File: src/rtl/accum_adder.sv
// Multi-cycle adder/subtractor: adds CHUNK bits per cycle, LSB slice first, with valid/ready handshakes.
// Optional signed saturation is compiled in with `define ADDER_SAT_EN.
module accum_adder #(
    parameter int WIDTH = 16,
    parameter int CHUNK = 4
) (
    input  logic             clk,
    input  logic             rst_n,
    input  logic             in_valid,
    output logic             in_ready,
    input  logic [WIDTH-1:0] in1,
    input  logic [WIDTH-1:0] in2,
    input  logic             sub,
`ifdef ADDER_SAT_EN
    input  logic             sat_en,
`endif
    output logic             out_valid,
    input  logic             out_ready,
    output logic [WIDTH-1:0] sum,
    output logic             carry,
    output logic             overflow
);

    localparam int NCH   = WIDTH / CHUNK;
    localparam int IDX_W = (NCH > 1) ? $clog2(NCH) : 1;
    localparam logic [IDX_W-1:0] LAST_IDX = IDX_W'(NCH - 1);

    typedef enum logic [1:0] {IDLE, RUN, DONE} state_t;

    state_t           r_state;
    logic [WIDTH-1:0] r_a;
    logic [WIDTH-1:0] r_b;
    logic [WIDTH-1:0] r_sum;
    logic             r_carry;
    logic             r_ovf;
    logic [IDX_W-1:0] r_idx;
`ifdef ADDER_SAT_EN
    logic             r_sat;
    logic [WIDTH-1:0] w_sat_val;
`endif

    logic             w_accept;
    logic [CHUNK-1:0] w_a_sl;
    logic [CHUNK-1:0] w_b_sl;
    logic [CHUNK-1:0] w_s_sl;
    logic             w_cout;
    logic             w_ovf;

    assign w_accept = in_valid && (r_state == IDLE);
    assign w_a_sl   = r_a[r_idx*CHUNK +: CHUNK];
    assign w_b_sl   = r_b[r_idx*CHUNK +: CHUNK];
    assign {w_cout, w_s_sl} = {1'b0, w_a_sl} + {1'b0, w_b_sl} + (CHUNK+1)'(r_carry);
    // Carry into the top bit is recovered from the operand and result MSBs.
    assign w_ovf = w_cout ^ (w_a_sl[CHUNK-1] ^ w_b_sl[CHUNK-1] ^ w_s_sl[CHUNK-1]);
`ifdef ADDER_SAT_EN
    // A wrapped-negative MSB means positive overflow, so clamp to max positive, else max negative.
    assign w_sat_val = {~w_s_sl[CHUNK-1], {(WIDTH-1){w_s_sl[CHUNK-1]}}};
`endif

    // NOTE: operand registers carry no reset; they are only read after being loaded on accept.
    always_ff @(posedge clk) begin
        if (w_accept) begin
            r_a <= in1;
            r_b <= sub ? ~in2 : in2;
`ifdef ADDER_SAT_EN
            r_sat <= sat_en;
`endif
        end
    end

    always_ff @(posedge clk) begin
        if (!rst_n) begin
            r_state <= IDLE;
            r_sum   <= '0;
            r_carry <= 1'b0;
            r_ovf   <= 1'b0;
            r_idx   <= '0;
        end else begin
            case (r_state)
                IDLE: begin
                    if (in_valid) begin
                        r_carry <= sub;
                        r_idx   <= '0;
                        r_state <= RUN;
                    end
                end
                RUN: begin
                    r_sum[r_idx*CHUNK +: CHUNK] <= w_s_sl;
                    r_carry <= w_cout;
                    if (r_idx == LAST_IDX) begin
                        r_idx   <= '0;
                        r_ovf   <= w_ovf;
                        r_state <= DONE;
`ifdef ADDER_SAT_EN
                        if (r_sat && w_ovf) r_sum <= w_sat_val;
`endif
                    end else begin
                        r_idx <= r_idx + 1'b1;
                    end
                end
                DONE: begin
                    if (out_ready) r_state <= IDLE;
                end
                default: r_state <= IDLE;
            endcase
        end
    end

    assign in_ready  = (r_state == IDLE);
    assign out_valid = (r_state == DONE);
    assign sum       = r_sum;
    assign carry     = r_carry;
    assign overflow  = r_ovf;

endmodule

File: config.mk
export PLATFORM = sky130hd
export DESIGN_NAME = accum_adder
export DESIGN_NICKNAME = d
export VERILOG_FILES = /design/src/rtl/accum_adder.sv
export SDC_FILE = /design/constraint.sdc
export NUM_CORES = 1
export LEC_CHECK = 0
export BUFFER_PORTS_ARGS = -buffer_cell sky130_fd_sc_hd__buf_4
export CORE_MARGIN = 3
export CORE_UTILIZATION = 36
export CTS_BUF_LIST = sky130_fd_sc_hd__clkbuf_8
export CTS_CLUSTER_SIZE = 24
export DETAILED_ROUTE_END_ITERATION = 10
export GPL_TIMING_DRIVEN = 0
export SETUP_SLACK_MARGIN = 0.15
export SYNTH_ARGS = -nofsm -noshare
export SYNTH_HDL_FRONTEND = slang
export SYNTH_SLANG_ARGS = --single-unit
File: constraint.sdc
create_clock -name clk -period 5.3 [get_ports clk]
set_input_delay 0.795 -clock clk [delete_from_list [all_inputs] [get_ports clk]]
set_output_delay 0.795 -clock clk [all_outputs]
set_load 0.02 [all_outputs]
## After elaboration in Yosys (flattened, before gate mapping)

Index checks and enable logic that the tools add are counted.

| storage, ports and cells | value |
|---|---|
| bits in registers | 54 |
| input port bits | 37 |
| output and inout bits | 20 |
| word-level logic and storage cells | 42 |

| operators by class | value |
|---|---|
| add/sub/neg operators | 4 |
| equality and inequality tests | 6 |
| shifts and indexed selects | 4 |
| mux-type cells | 11 |
| bitwise operators | 4 |
| reduce and logical (&&, ||, !) cells | 6 |

Operators by type and width:

| operator | count |
|---|---|
| negation 4 -> 34 bit | 1 |
| variable shift 4 x 34 -> 16 bit, first input constant | 1 |
| indexed part select 4 x 34 -> 16 bit | 1 |
| indexed part select 16 x 5 -> 4 bit | 2 |
| bitwise mux 16 bit | 1 |
| two-way mux 16 bit | 1 |
| inverter 16 bit | 1 |
| two-way mux 2 bit | 5 |
| one-hot mux 2 bit (3 select lines) | 1 |
| adder 4 x 4 -> 5 bit | 1 |
| adder 5 x 1 -> 5 bit | 1 |
| == test 2 bit, second input constant | 2 |
| != test 2 bit, second input constant | 2 |
| one-hot mux 2 bit (2 select lines) | 1 |
| AND reduction 2 bit | 2 |
| AND reduction 3 bit | 1 |
| bitwise XOR 1 bit | 3 |
| adder 2 x 1 -> 2 bit, second input constant | 1 |
| == test 2 x 1 -> 1 bit, second input constant | 1 |
| logical NOT 2 bit | 1 |
| != test 2 x 1 -> 1 bit, second input constant | 1 |
| one-hot mux 1 bit (2 select lines) | 1 |
| nonzero test 2 bit | 1 |
| logical AND 1 bit | 1 |
| two-way mux 1 bit | 1 |

## Logic depth before layout (Yosys ltp)

Gate-level depths: netlist of the first run.

| logic depth | value |
|---|---|
| word-level depth | 5 |
| gate-level depth with buffers | 8 |

## Worst setup path before layout of the first run

Ideal clock, no wire load.

| path | value |
|---|---|
| path type | input to register |
| from | input port in_valid |
| to | register r_carry, in the netlist carry |
| arrival | 2.690 ns |
| required time | 5.180 ns |
| path slack | 2.490 ns |
| cell stages on the path | 4 |
| cell sequence | nor3b_2 -> nor3b_1 -> a221oi_2 -> nor2b_1 |

| on the way | value |
|---|---|
| cells in the longest elaborated chain, start to end | 2 |

RTL lines:

| element | line | text |
|---|---|---|
| start, declared | 9 | `input logic in_valid,` |
| != test 2 bit (no source line) | n/a |  |
| AND reduction 2 bit (no source line) | n/a |  |
| end signal, assigned | 82 | `r_carry <= sub;` |
| end signal, assigned | 89 | `r_carry <= w_cout;` |
| end, declared | 34 | `logic r_carry;` |

No other way between the ends.
A chain may end at the register's enable or synchronous reset.

## Worst setup path after layout of the first run

| path | value |
|---|---|
| from | register r_idx[0] |
| to | register r_sum[2], in the netlist sum[2] |

| on the way | value |
|---|---|
| cells in the longest elaborated chain, start to end | 5 |

RTL lines:

| element | line | text |
|---|---|---|
| start, declared | 36 | `logic [IDX_W-1:0] r_idx;` |
| start signal, assigned | 98 | `r_idx <= r_idx + 1'b1;` |
| indexed part select 16 x 5 -> 4 bit (on tied branches) | 50, 51 |  |
| adder 4 x 4 -> 5 bit | 52 | `assign {w_cout, w_s_sl} = {1'b0, w_a_sl} + {1'b0, w_b_sl} + (CHUNK+1)'(r_carry);` |
| adder 5 x 1 -> 5 bit | 52 |  |
| indexed part select 4 x 34 -> 16 bit | 88 | `r_sum[r_idx*CHUNK +: CHUNK] <= w_s_sl;` |
| bitwise mux 16 bit (*) | 88 |  |
| end signal, assigned by index | 88 |  |
| end, declared | 33 | `logic [WIDTH-1:0] r_sum;` |

Mark *: on every way between the ends. The rest lies on a longest branch, timed or not.

==> results of run 1 <==
==> routing by layer <==
layer,track usage,vias to the layer above,share of wire
met5,0,-,0
met4,0.0487,0,0.011
met3,0.0350,4,0.068
met2,0.196,50,0.47
met1,0.166,691,0.45
li1,-,777,-
==> worst paths after layout <==
path                    endpoint                   from  slack (ns)
min          sum[7]$_SDFFE_PN0P_    sum[7]$_SDFFE_PN0P_        0.46
max reg2reg  sum[2]$_SDFFE_PN0P_  r_idx[0]$_SDFFE_PN0P_        2.52
min reg2reg  sum[7]$_SDFFE_PN0P_    sum[7]$_SDFFE_PN0P_        0.46
max          sum[2]$_SDFFE_PN0P_  r_idx[0]$_SDFFE_PN0P_        2.52
==> cell families after synthesis <==
kind of cell,share of synthesized area
DFF,0.564
and+or+nand+nor,0.144
AOI/OAI and AO/OA,0.0750
xor gates and xnor gates,0.0634
adders and majority gates,0.0614
buffers and inverters,0.0201
muxes,0.0725
==> cells in the mapped netlist, drive strengths merged (3+ instances only) <==
cell and number:
nand3 4, buf 6, dfxtp 22, a22oi 12, nor4 4, edfxtp 32, nor2b 17, ha 9
xor2 17, nor2 4, a21oi 3, nand2 13, o21ai 4, mux4 8
==> layout make-up <==
cell class | instances | area (um^2) | share of cell area
clock buffers | 5 | 68.8 | 0.0218
plain buffers | 7 | 42.5 | 0.0134
well taps | 77 | 96.3 | 0.0305
flip-flops and latches | 54 | 1400 | 0.443
inverters | 2 | 7.51 | 0.00237
clock inverters | 3 | 37.5 | 0.0119
multi-input cells | 114 | 1040 | 0.329
repair buffers | 57 | 468 | 0.148
==> metrics by stage <==
step | hold WS, ns | setup WS (ns)
finish | 0.460 | 2.52
CTS | 0.463 | 2.47
global placement | 0.447 | 1.69
floorplan | 0.536 | 2.49
detailed placement | 0.450 | 2.49
global route | 0.485 | 2.30
==> power breakdown <==
part / leakage, nW / internal (mW) / total, mW / switching, mW
registers: 0.484 / 0.472 / 0.482 / 0.00931
clock network: 0.0607 / 0.138 / 0.266 / 0.128
logic: 0.678 / 0.0825 / 0.173 / 0.0901
==> worst max-delay path: cells and delay by family, from the launching register on <==
kind	cells	cell delay (ns)
simple gates	1	0.13
buf+inv	1	0.29
compound gates	1	0.15
xor+xnor	1	0.32
mux	1	0.56
flops	1	0.42
fa+ha+maj	2	0.86
==> sequential cells by signal, indices dropped and copies added (netlist names) <==
name and cells:
r_a 16, carry 1, r_state 2, r_b 16
r_idx 2, overflow 1, sum 16
==> results summary, run 1 <==
The clock tree synthesis step divided the H-tree into 2 levels. Counting tap cells, the placed design contains a total of 311 instances. The clock tree root buffer cell is clkbuf_8.

The total wire length after detailed routing is 4590 um. The number of fillers in the final layout came out at 597. For this design the ratio of total power to cell area is 291 nW/um^2.

Entering global routing, the biggest net connects 19 pins. For this design the top-level I/O count stands at 57. The share of synthesized flip-flops with an asynchronous set or reset came out at 0. The first detailed-routing pass ran for 4 iterations. The per-cell routed wire length is 14.4 um.

The worst-path maximum fanout is 10. The post-CTS resize count is 0. The overall via count from detail_route is 1,522. The path class of the lowest-slack min-delay path is reg -> reg. The width of the chip came out at 89.1 um. The type of element capturing the critical path is a flop.

No sink is reached through more buffers than the 2 on the longest clock path. For the pin with the worst max-slew slack, the measured transition is 0.499 ns. The via count of the first global-routing pass is 1,479. The average via count per standard cell came out at 4.77.

The core box area is 6530 um^2. The max-slew headroom at the worst pin came out at 0.667. The run finished with clean final reports. The post-synthesis instance area is 2490 um^2. After clock tree synthesis, the setup repair step added 0 buffers. The critical path data required time came out at 5.55 ns. The die area came out at 7940 um^2. The time the final worst path needs with I/O delays and setup is 2.78 ns.

The remaining routing DRC violations is 0. The clock insertion delay at the later pin of the skew report is 0.31 ns. The number of CTS-inserted buffers came out at 5. The total design power came out at 920 uW. The count of flip-flops with a built-in enable after synthesis is 32.

The worst setup path is launched from a flop. Summed over all instances, the cell type with the most area after synthesis is edfxtp_1. The synthesized area per cell is 14.0 um^2. In the global route stage, overall resource usage came out at 0.126.

The delay of the slowest critical-path stage is 0.56 ns. The number of buffers inserted for hold repair after clock tree synthesis is 0. During synthesis, Yosys emitted a total of 0 warnings. The aggregate negative setup slack is 0 ns.

The number of rows created at floorplan is 29. The count of nets after finishing is 289. The timing-limited maximum frequency came out at 0.360 GHz.

Detailed placement ended at an HPWL of 3570 um. The most used flip-flop cell after synthesis is edfxtp_1. The cell area after placement is 3060 um^2. The fraction of final layout cells sized beyond drive strength 1 is 0.364. Clock-pin slew was measured on the worst setup and hold paths at 0.10 ns.

The final cell area excluding filler cells came out at 3160 um^2. The synthesized design contains 54 register bits. The period utilization came out at 0.524. Setup repair after global routing left no endpoint under its margin. After global routing the overflow that remains totals 0.

The hold-critical path depth is 2. The final max-slew violation count is 0. The cell occurring most often along the worst timing path is fa_1. The height of the die is 89.1 um. The final instance count without filler cells is 319. In the layout the commonest cells are buf_4, edfxtp_1, dfxtp_1. The kind of critical path is reg -> reg. The number of antenna violations at the first check in global routing is 0. The first-iteration detailed-routing DRC count is 40.

The synthesized instance count came out at 177. Of the post-synthesis cell area, the dominant cell type holds 0.387. The largest individual stage delay along the critical path comes from the cell mux4_2. Leaving out fill and tap cells, the most frequent cell in the layout is buf_4. The worst reg-to-reg path cell count is 7. The first global-routing pass estimated 7450 um of wire. For this design, the sink count on the clock tree is 54. Relative to the synthesized area, the layout overhead comes to 27.2%. The worst supply voltage drop on vdd came out at 0.118 mV. The TritonCTS clock tree is done. The max-cap check violation count is 0. The net count after synthesis came out at 225. The critical path goes through buf_4 -> mux4_2 -> fa_1 -> fa_1 -> xor2_1 -> a22oi_1 -> nor2b_1. Input and output buffers added on the ports amount to 55. Across the routed clock network, the largest skew measured is 0.00985 ns. The number of endpoints failing setup at the final stage came out at 0. The data arrival time of the worst path is 3.03 ns. The share of the Yosys chip area taken by registers is 0.564.

Sorting the synthesized cells by area gives the leading types as edfxtp_1, dfxtp_1, mux4_2. The starting density of the core is 0.381. At the end of routability-driven placement, the weighted congestion stood at 0.807. The final core area utilization came out at 0.484. The hold violation count in the final report came out at 0. For this design the static power due to leakage is 1.22 nW. Once detail routing completed, the nets flagged for antenna violations numbered 0. The unique cell type count in the Yosys netlist came out at 36. 0 antenna diodes ended up in the layout.
Power figures use the tool's default switching activity.
==> run 2: changes to the inputs <==
--- a/config.mk
+++ b/config.mk
@@ -5,6 +5,7 @@
 export SDC_FILE = /design/constraint.sdc
 export NUM_CORES = 1
 export LEC_CHECK = 0
+export ABC_AREA = 1
 export BUFFER_PORTS_ARGS = -buffer_cell sky130_fd_sc_hd__buf_4
 export CORE_MARGIN = 3
 export CORE_UTILIZATION = 36
==> constraint.sdc (replaced) <==
create_clock -name clk -period 2.68 [get_ports clk]
set_input_delay 0.402 -clock clk [delete_from_list [all_inputs] [get_ports clk]]
set_output_delay 0.402 -clock clk [all_outputs]
set_load 0.02 [all_outputs]
==> results summary, run 2 <==
The flow ran to the end, and the final reports show no timing, DRC or antenna violations. The largest individual stage delay along the critical path comes from the cell fa_2. The total wire length after detailed routing came out at 5200 um. The total iterations of the first detailed-routing run came out at 4. The hold violation count in the final report is 0. The share of synthesized flip-flops with an asynchronous set or reset is 0. The cell family contributing the most delay on the critical path is adder cells. The first-iteration detailed-routing DRC count is 75. The beginning of the worst hold path is in1[2].

The time the final worst path needs with I/O delays and setup came out at 2.36 ns. The path with the worst hold slack has its endpoint at r_a[2]$_DFFE_PP_. The share of synthesized area in the top cell type comes to 0.393.

The worst-path maximum fanout came out at 10. The number of warning messages in the yosys log came out at 0. The unique cell type count in the Yosys netlist is 26.

Entering global routing, the biggest net connects 35 pins. The sequential element share of the synthesized area is 0.573. The starting density of the core came out at 0.379. The number of CTS-inserted buffers came out at 5. The top-level I/O count is 57.

The core box area is 6460 um^2. In this run the critical register-to-register path is launched from r_idx[1]$_SDFFE_PN0P_. The remaining routing DRC violations is 0. After floorplanning, the core was divided into 29 placement rows.

The kind of critical path is reg -> reg. In this run the worst setup path begins at r_idx[1]$_SDFFE_PN0P_. The average via count per standard cell is 4.79.

At the pin with the least slew margin, the transition time is 1.25 ns. The buffers plus inverters on the worst setup path is 2. Of the available clock period, the critical path in the final layout requires 0.882.

The layout has 628 filler cells. The max-slew headroom at the worst pin is 0.166. After synthesis, the cell types taking the most area are edfxtp_1, dfxtp_1, xor2_1.

The timing-limited maximum frequency came out at 0.423 GHz. The worst reg2reg path endpoint is sum[13]$_SDFFE_PN0P_. The post-placement worst setup slack is -0.357 ns. The area growth from synthesis to layout came out at 28.2%.

The count of nets left with antenna violations once routing finished came out at 0. The synthesized design contains 32 enable-type register cells. Port buffering added 55 buffers. Walking the worst path, the cells encountered are clkbuf_8 -> clkinvlp_4 -> o21ai_0 -> o22ai_1 -> fa_2 -> fa_2 -> nand2_1 -> nor2_2 -> nand2_1 -> a21oi_1. The delay of the slowest critical-path stage is 0.57 ns. The H-tree was split into 2 levels. The total global-route track usage is 0.140.

The count of nets after finishing is 354. The net count after synthesis is 285. Data on the critical path arrives at its endpoint at 2.61 ns. The synthesized flop and latch total came out at 54. Counting instances, the worst hold path has a depth of 1. STA classifies the critical path endpoint as a flop. The library cells used most frequently in the layout, excluding fill and tap cells, are buf_4, nand2_1, edfxtp_1. The worst supply voltage drop on vdd is 0.282 mV. In the post-route analysis, the smallest setup slack over all paths is 0.316 ns. The total power divided by cell area is 578 nW/um^2.

nand2_1 is the most common cell in the netlist. The first-pass GRT wire length came out at 8270 um. Leaving out fill and tap cells, the most frequent cell in the layout is buf_4. After synthesis, the most frequently instantiated cells are nand2_1, edfxtp_1, nor2_1.

The synthesized instance count is 237. The sink count of the clock tree is 54. The cell area after placement came out at 2950 um^2.

The post-synthesis instance area came out at 2440 um^2. The HPWL after detailed placement is 3650 um. The antenna diode count came out at 0. The worst reg-to-reg path cell count is 10.

Setup repair after global routing left no endpoint under its margin. The final cell area excluding filler cells came out at 3140 um^2. Of the cells placed in the final design, the portion with a size suffix greater than 1 is 0.316. Global routing finished with a remaining overflow of 0.

For this design the static power due to leakage is 1.26 nW. The category of the worst setup path launch point is a flop. Routability-driven placement finished with a final weighted congestion of 0.823.

The prevailing post-synth register cell is edfxtp_1. The number of buffers inserted for hold repair after clock tree synthesis came out at 0. The via count of the first global-routing pass came out at 1,695.

The critical path data required time is 2.93 ns. Dividing the detail-routed wire length by the instance count gives 13.5 um. The synthesized area per cell came out at 10.3 um^2. Summing all multi-input logic gate instances after layout gives 966 um^2. The height of the die came out at 88.4 um. Counting along the longest clock path gives a buffer depth of 2.

The storage element area came out at 1410 um^2. TritonCTS built the clock tree. The setup skew after layout is 0.00814 ns. The number of antenna violations at the first check in global routing is 0. From left edge to right edge, the die measures 88.4 um. The aggregate negative setup slack came out at 0 ns. The post-synthesis cell type with the largest combined area is edfxtp_1.

Summing over every cut layer, the via total after detailed routing is 1,840. The clock reaches the later pin of the worst-skew pair after 0.31 ns. Setup slack on the worst reg-to-reg path comes out at 0.32 ns. The worst hold path belongs to the class in -> reg.

Clock-pin slew was measured on the worst setup and hold paths at 0.10 ns. Setup violations remaining at the end of the flow were counted as 0. Across the run, the number of max-cap violations was 0. The root buffer cell chosen for the clock tree is clkbuf_8. The die area came out at 7820 um^2. The final max-slew violation count is 0.
==> run 2: cell types whose count changed in the layout (fill, tap and decap cells not counted), sizes merged, moves of 10 or more <==
cell,delta
nand2,+27
nor2,+26
a21oi,+15
nor2b,-17
inv,+10
o21ai,+14
==> run 2: area by class of cell <==
class	count	share of cell area
Clock inverter	3	0.00678
Inverter	15	0.0192
Timing Repair Buffer	62	0.148
Tap cell	77	0.0307
Multi-Input combinational cell	159	0.308
Clock buffer	5	0.0219
Sequential cell	54	0.449
Buffer	9	0.0164
==> run 2: worst max-delay path by stage <==
stage                                end  slack (ns)  cells past startpoint
floorplan           sum[14]$_SDFFE_PN0P_        0.32                     11
global placement     sum[6]$_SDFFE_PN0P_       -0.32                     11
detailed placement  sum[14]$_SDFFE_PN0P_       -0.36                     11
CTS                   carry$_SDFFE_PN0P_        0.16                     11
global route        sum[13]$_SDFFE_PN0P_        0.15                     10
finish              sum[13]$_SDFFE_PN0P_        0.32                     10
==> run 2: through the flow <==
| stage | instances | utilization | power (mW) | hold slack (ns) |
|---|---|---|---|---|
| after floorplan | 237 | - | 1.19 | 0.501 |
| after global placement | 369 | 0.457 | 1.31 | 0.454 |
| after detailed placement | 369 | 0.457 | 1.32 | 0.455 |
| after CTS | 380 | 0.479 | 1.79 | 0.247 |
| after global routing | 384 | 0.485 | 1.91 | 0.235 |
| final | 384 | 0.485 | 1.81 | 0.257 |
==> run 2: repair_timing <==
item / in CTS / in global routing
gates resized for setup: 11 / 8
endpoints found under the setup margin: 14 / 8
setup buffers: 3 / 4
pin swaps: 0 / 0
==> run 2: routing by layer <==
metal	wire length, um	track usage	vias up
met2	2440	0.222	56
met3	314	0.0400	10
met1	2360	0.187	834
li1	-	-	940
met4	85	0.0398	0
met5	0	0	-
==> run 2: where the power goes <==
group	leakage (nW)	switching [mW]	internal, mW
clock	0.0403	0.273	0.183
combinational	0.739	0.229	0.172
sequential	0.486	0.0193	0.936
total	1.26	0.521	1.29
==> run 2: kinds of logic (layout without fill, tap and decap cells) <==
group	after synthesis	after routing	synth area share
and+or+nand+nor	81	81	0.154
DFF	54	54	0.573
buffers and inverters	24	94	0.0379
adders and majority gates	11	11	0.0624
xor gates and xnor gates	17	17	0.0609
AOI/OAI and AO/OA	50	50	0.112
==> run 3: changes to the inputs <==
--- a/config.mk
+++ b/config.mk
@@ -7,12 +7,15 @@
 export LEC_CHECK = 0
 export ABC_AREA = 1
 export BUFFER_PORTS_ARGS = -buffer_cell sky130_fd_sc_hd__buf_4
+export CELL_PAD_IN_SITES_DETAIL_PLACEMENT = 0
+export CELL_PAD_IN_SITES_GLOBAL_PLACEMENT = 2
 export CORE_MARGIN = 3
-export CORE_UTILIZATION = 36
+export CORE_UTILIZATION = 34
 export CTS_BUF_LIST = sky130_fd_sc_hd__clkbuf_8
 export CTS_CLUSTER_SIZE = 24
 export DETAILED_ROUTE_END_ITERATION = 10
 export GPL_TIMING_DRIVEN = 0
+export PLACE_DENSITY_LB_ADDON = 0.1
 export SETUP_SLACK_MARGIN = 0.15
 export SYNTH_ARGS = -nofsm -noshare
 export SYNTH_HDL_FRONTEND = slang
==> results summary, run 3 (same netlist as run 2, synthesis figures left out) <==
Summing all non-filler instances in the final layout gives an area of 3130 um^2. The data arrival time of the worst path is 2.59 ns. The max-slew headroom at the worst pin came out at 0.205. Leaving out fill and tap cells, the most frequent cell in the layout is buf_4. The number of cells on the critical path is 13. The multi-input combinational cells in the finished layout cover a total of 970 um^2. The number of endpoints failing setup at the final stage is 0.

The number of rows created at floorplan is 30. The area growth from synthesis to layout came out at 28.2%. The hold violation count in the final report came out at 0. For this design, the slowest cell found on the critical path is dfxtp_4. The height of the die came out at 90.8 um.

The sink count of the clock tree is 54. At the end of the flow, the number of nets in the layout was 351. The HPWL after detailed placement is 3840 um.

The number of buffers inserted for hold repair after clock tree synthesis is 0. The worst register-to-register path begins at r_idx[0]$_SDFFE_PN0P_. The cell family with the largest share of critical-path delay is adder cells. In this run the worst hold path is classified as in -> reg. In this run the most critical hold path is launched from in1[12]. The worst supply voltage drop on vdd came out at 0.223 mV.

The remaining routing DRC violations is 0. The maximum buffer depth of the clock tree came out at 2. Routability-driven placement finished with a final weighted congestion of 0.763. The clock arrives with 0.00479 ns of skew. The final instance count without filler cells came out at 400. Once detail routing completed, the nets flagged for antenna violations numbered 0. The number of fillers in the final layout came out at 707. The first-iteration detailed-routing DRC count came out at 64.

The die area came out at 8240 um^2. The post-placement worst setup slack is -0.406 ns. The analysis attributes to net switching a power of 501 uW. The setup slack of the worst register-to-register path came out at 0.35 ns. The number of antenna violations at the first check in global routing is 0. The core box area is 6870 um^2. After detailed routing, the total wire length is 5240 um.

The time the final worst path needs with I/O delays and setup is 2.33 ns. The storage element area came out at 1410 um^2. The port buffer count is 55. In the final layout, the share of cells above drive strength 1 is 0.306. For this block, the via count after detailed routing is 1,844. The total iterations of the first detailed-routing run is 4. The cell occurring most often along the worst timing path is nand2_1. The total power divided by cell area came out at 565 nW/um^2. The clock insertion delay at the later pin of the skew report is 0.30 ns.

The worst reg-to-reg path cell count is 13. The first-pass GRT wire length came out at 8710 um. Leaving out fill and tap cells, the most frequent cells in the layout are buf_4, nand2_1, edfxtp_1. The initial utilization of the core area, before any placement, comes to 0.356.

Setup repair after global routing left no endpoint under its margin. The flow ran to the end, and the final reports show no timing, DRC or antenna violations. The critical path goes through inv_2 -> buf_2 -> o21ai_0 -> o22ai_1 -> fa_2 -> fa_2 -> nand2_1 -> nand2_1 -> a21oi_2 -> a21oi_1 -> o21ai_0 -> nand2_1 -> inv_1. The tool flagged a number of max-cap violations equal to 0. The largest net degree at the start of global routing is 35. The buffers plus inverters on the worst setup path is 3. The internal power came out at 1.27 mW. The antenna diode count came out at 0. The average via count per standard cell came out at 4.61. In the final routed layout, each cell accounts on average for 13.1 um.

The final core area utilization is 0.456. In this run the count of I/O pins placed on the die edge is 57. The type of element capturing the critical path is a flop.

The worst hold path terminates at r_a[12]$_DFFE_PP_. The number of cells after detailed placement is 388. The total design power came out at 1.77 mW. The critical path data required time came out at 2.94 ns. The number of CTS-inserted buffers came out at 5.

The final max-slew violation count came to 0. STA classifies the critical path startpoint as a flop. Along the worst hold path, the cell count comes to 1.

The width of the chip came out at 90.8 um. The endpoint identified for the worst register-to-register timing path is overflow$_SDFFE_PN0P_. CTS placed an instance of clkbuf_8 at the clock tree root. In the finished design, the share of the clock period the worst path needs comes to 0.870. The actual slew at the worst max-slew pin is 1.19 ns. The combinational cell fraction of total power came out at 0.215. The timing-limited maximum frequency came out at 0.429 GHz.

The worst setup slack after layout is 0.348 ns. The CTS clock-pin slew for the worst setup and hold paths came out at 0.09 ns. Of the total power, the share spent switching nets is 0.283. The delay of the slowest critical-path stage is 0.40 ns. For this run, the total global-route usage over all layers was measured as 0.134. The maximum level of the CTS H-tree came out at 2. The leakage component of the power is 1.26 nW. The cell area after placement is 2980 um^2.

The worst-path maximum fanout is 10. The clock network fraction of design power came out at 0.246. The via count of the first global-routing pass came to 1,765. The critical path is of the reg -> reg type. The TritonCTS clock tree is done. The proportion of power drawn by flip-flops and latches came out at 0.539. For this run the aggregate overflow at the end of global routing stands at 0.
[run 3: how the worst max path moves through the flow]
stage                               start                    end  slack [ns]
floorplan           r_idx[0]$_SDFFE_PN0P_   sum[14]$_SDFFE_PN0P_        0.32
global placement    r_idx[1]$_SDFFE_PN0P_   sum[14]$_SDFFE_PN0P_       -0.37
detailed placement  r_idx[1]$_SDFFE_PN0P_   sum[14]$_SDFFE_PN0P_       -0.41
CTS                 r_idx[0]$_SDFFE_PN0P_  overflow$_SDFFE_PN0P_        0.17
global route        r_idx[1]$_SDFFE_PN0P_   sum[11]$_SDFFE_PN0P_        0.20
finish              r_idx[0]$_SDFFE_PN0P_  overflow$_SDFFE_PN0P_        0.35
[run 3: worst reg2reg max path, stage by stage (launching register included)]
cell	delay (ns)
dfxtp_4	0.40
inv_2	0.05
buf_2	0.18
o21ai_0	0.17
o22ai_1	0.12
fa_2	0.39
fa_2	0.37
nand2_1	0.08
nand2_1	0.06
a21oi_2	0.17
a21oi_1	0.08
o21ai_0	0.10
nand2_1	0.07
inv_1	0.05
[run 3: timing repair]
| action | 4_1_cts | 5_1_grt |
|---|---|---|
| setup endpoints to repair | 15 | 10 |
| buffers inserted | 3 | 1 |
| gates resized for setup | 13 | 7 |
[run 3: per-stage QoR]
step                      TNS, ns  hold slack, ns
after global routing            0           0.250
final                           0           0.267
after global placement      -2.06           0.454
after detailed placement    -2.34           0.455
after floorplan                 0           0.501
after CTS                       0           0.261
[run 3: power groups by stage]
stage / clock (mW) / combinational (mW) / sequential (mW)
2_1_floorplan: 0 / 0.210 / 0.978
3_3_place_gp: 0 / 0.350 / 0.975
3_5_place_dp: 0 / 0.351 / 0.975
4_1_cts: 0.448 / 0.379 / 0.957
5_1_grt: 0.484 / 0.427 / 0.961
6_report: 0.435 / 0.380 / 0.955
[run 3: final cells by class]
| cell class | instances | share of cell area |
|---|---|---|
| Buffer | 9 | 0.0172 |
| Clock inverter | 3 | 0.00399 |
| Clock buffer | 5 | 0.0220 |
| Tap cell | 96 | 0.0383 |
| Timing Repair Buffer | 59 | 0.141 |
| Sequential cell | 54 | 0.449 |
| Inverter | 15 | 0.0192 |
| Multi-Input combinational cell | 159 | 0.309 |
[run 3: per-layer routing]
layer  GRT usage  share of wire  vias up
met4      0.0477          0.016        0
met2       0.225           0.50       46
met3      0.0342          0.046        8
met5           0              0        -
li1            -              -      940
met1       0.166           0.44      850
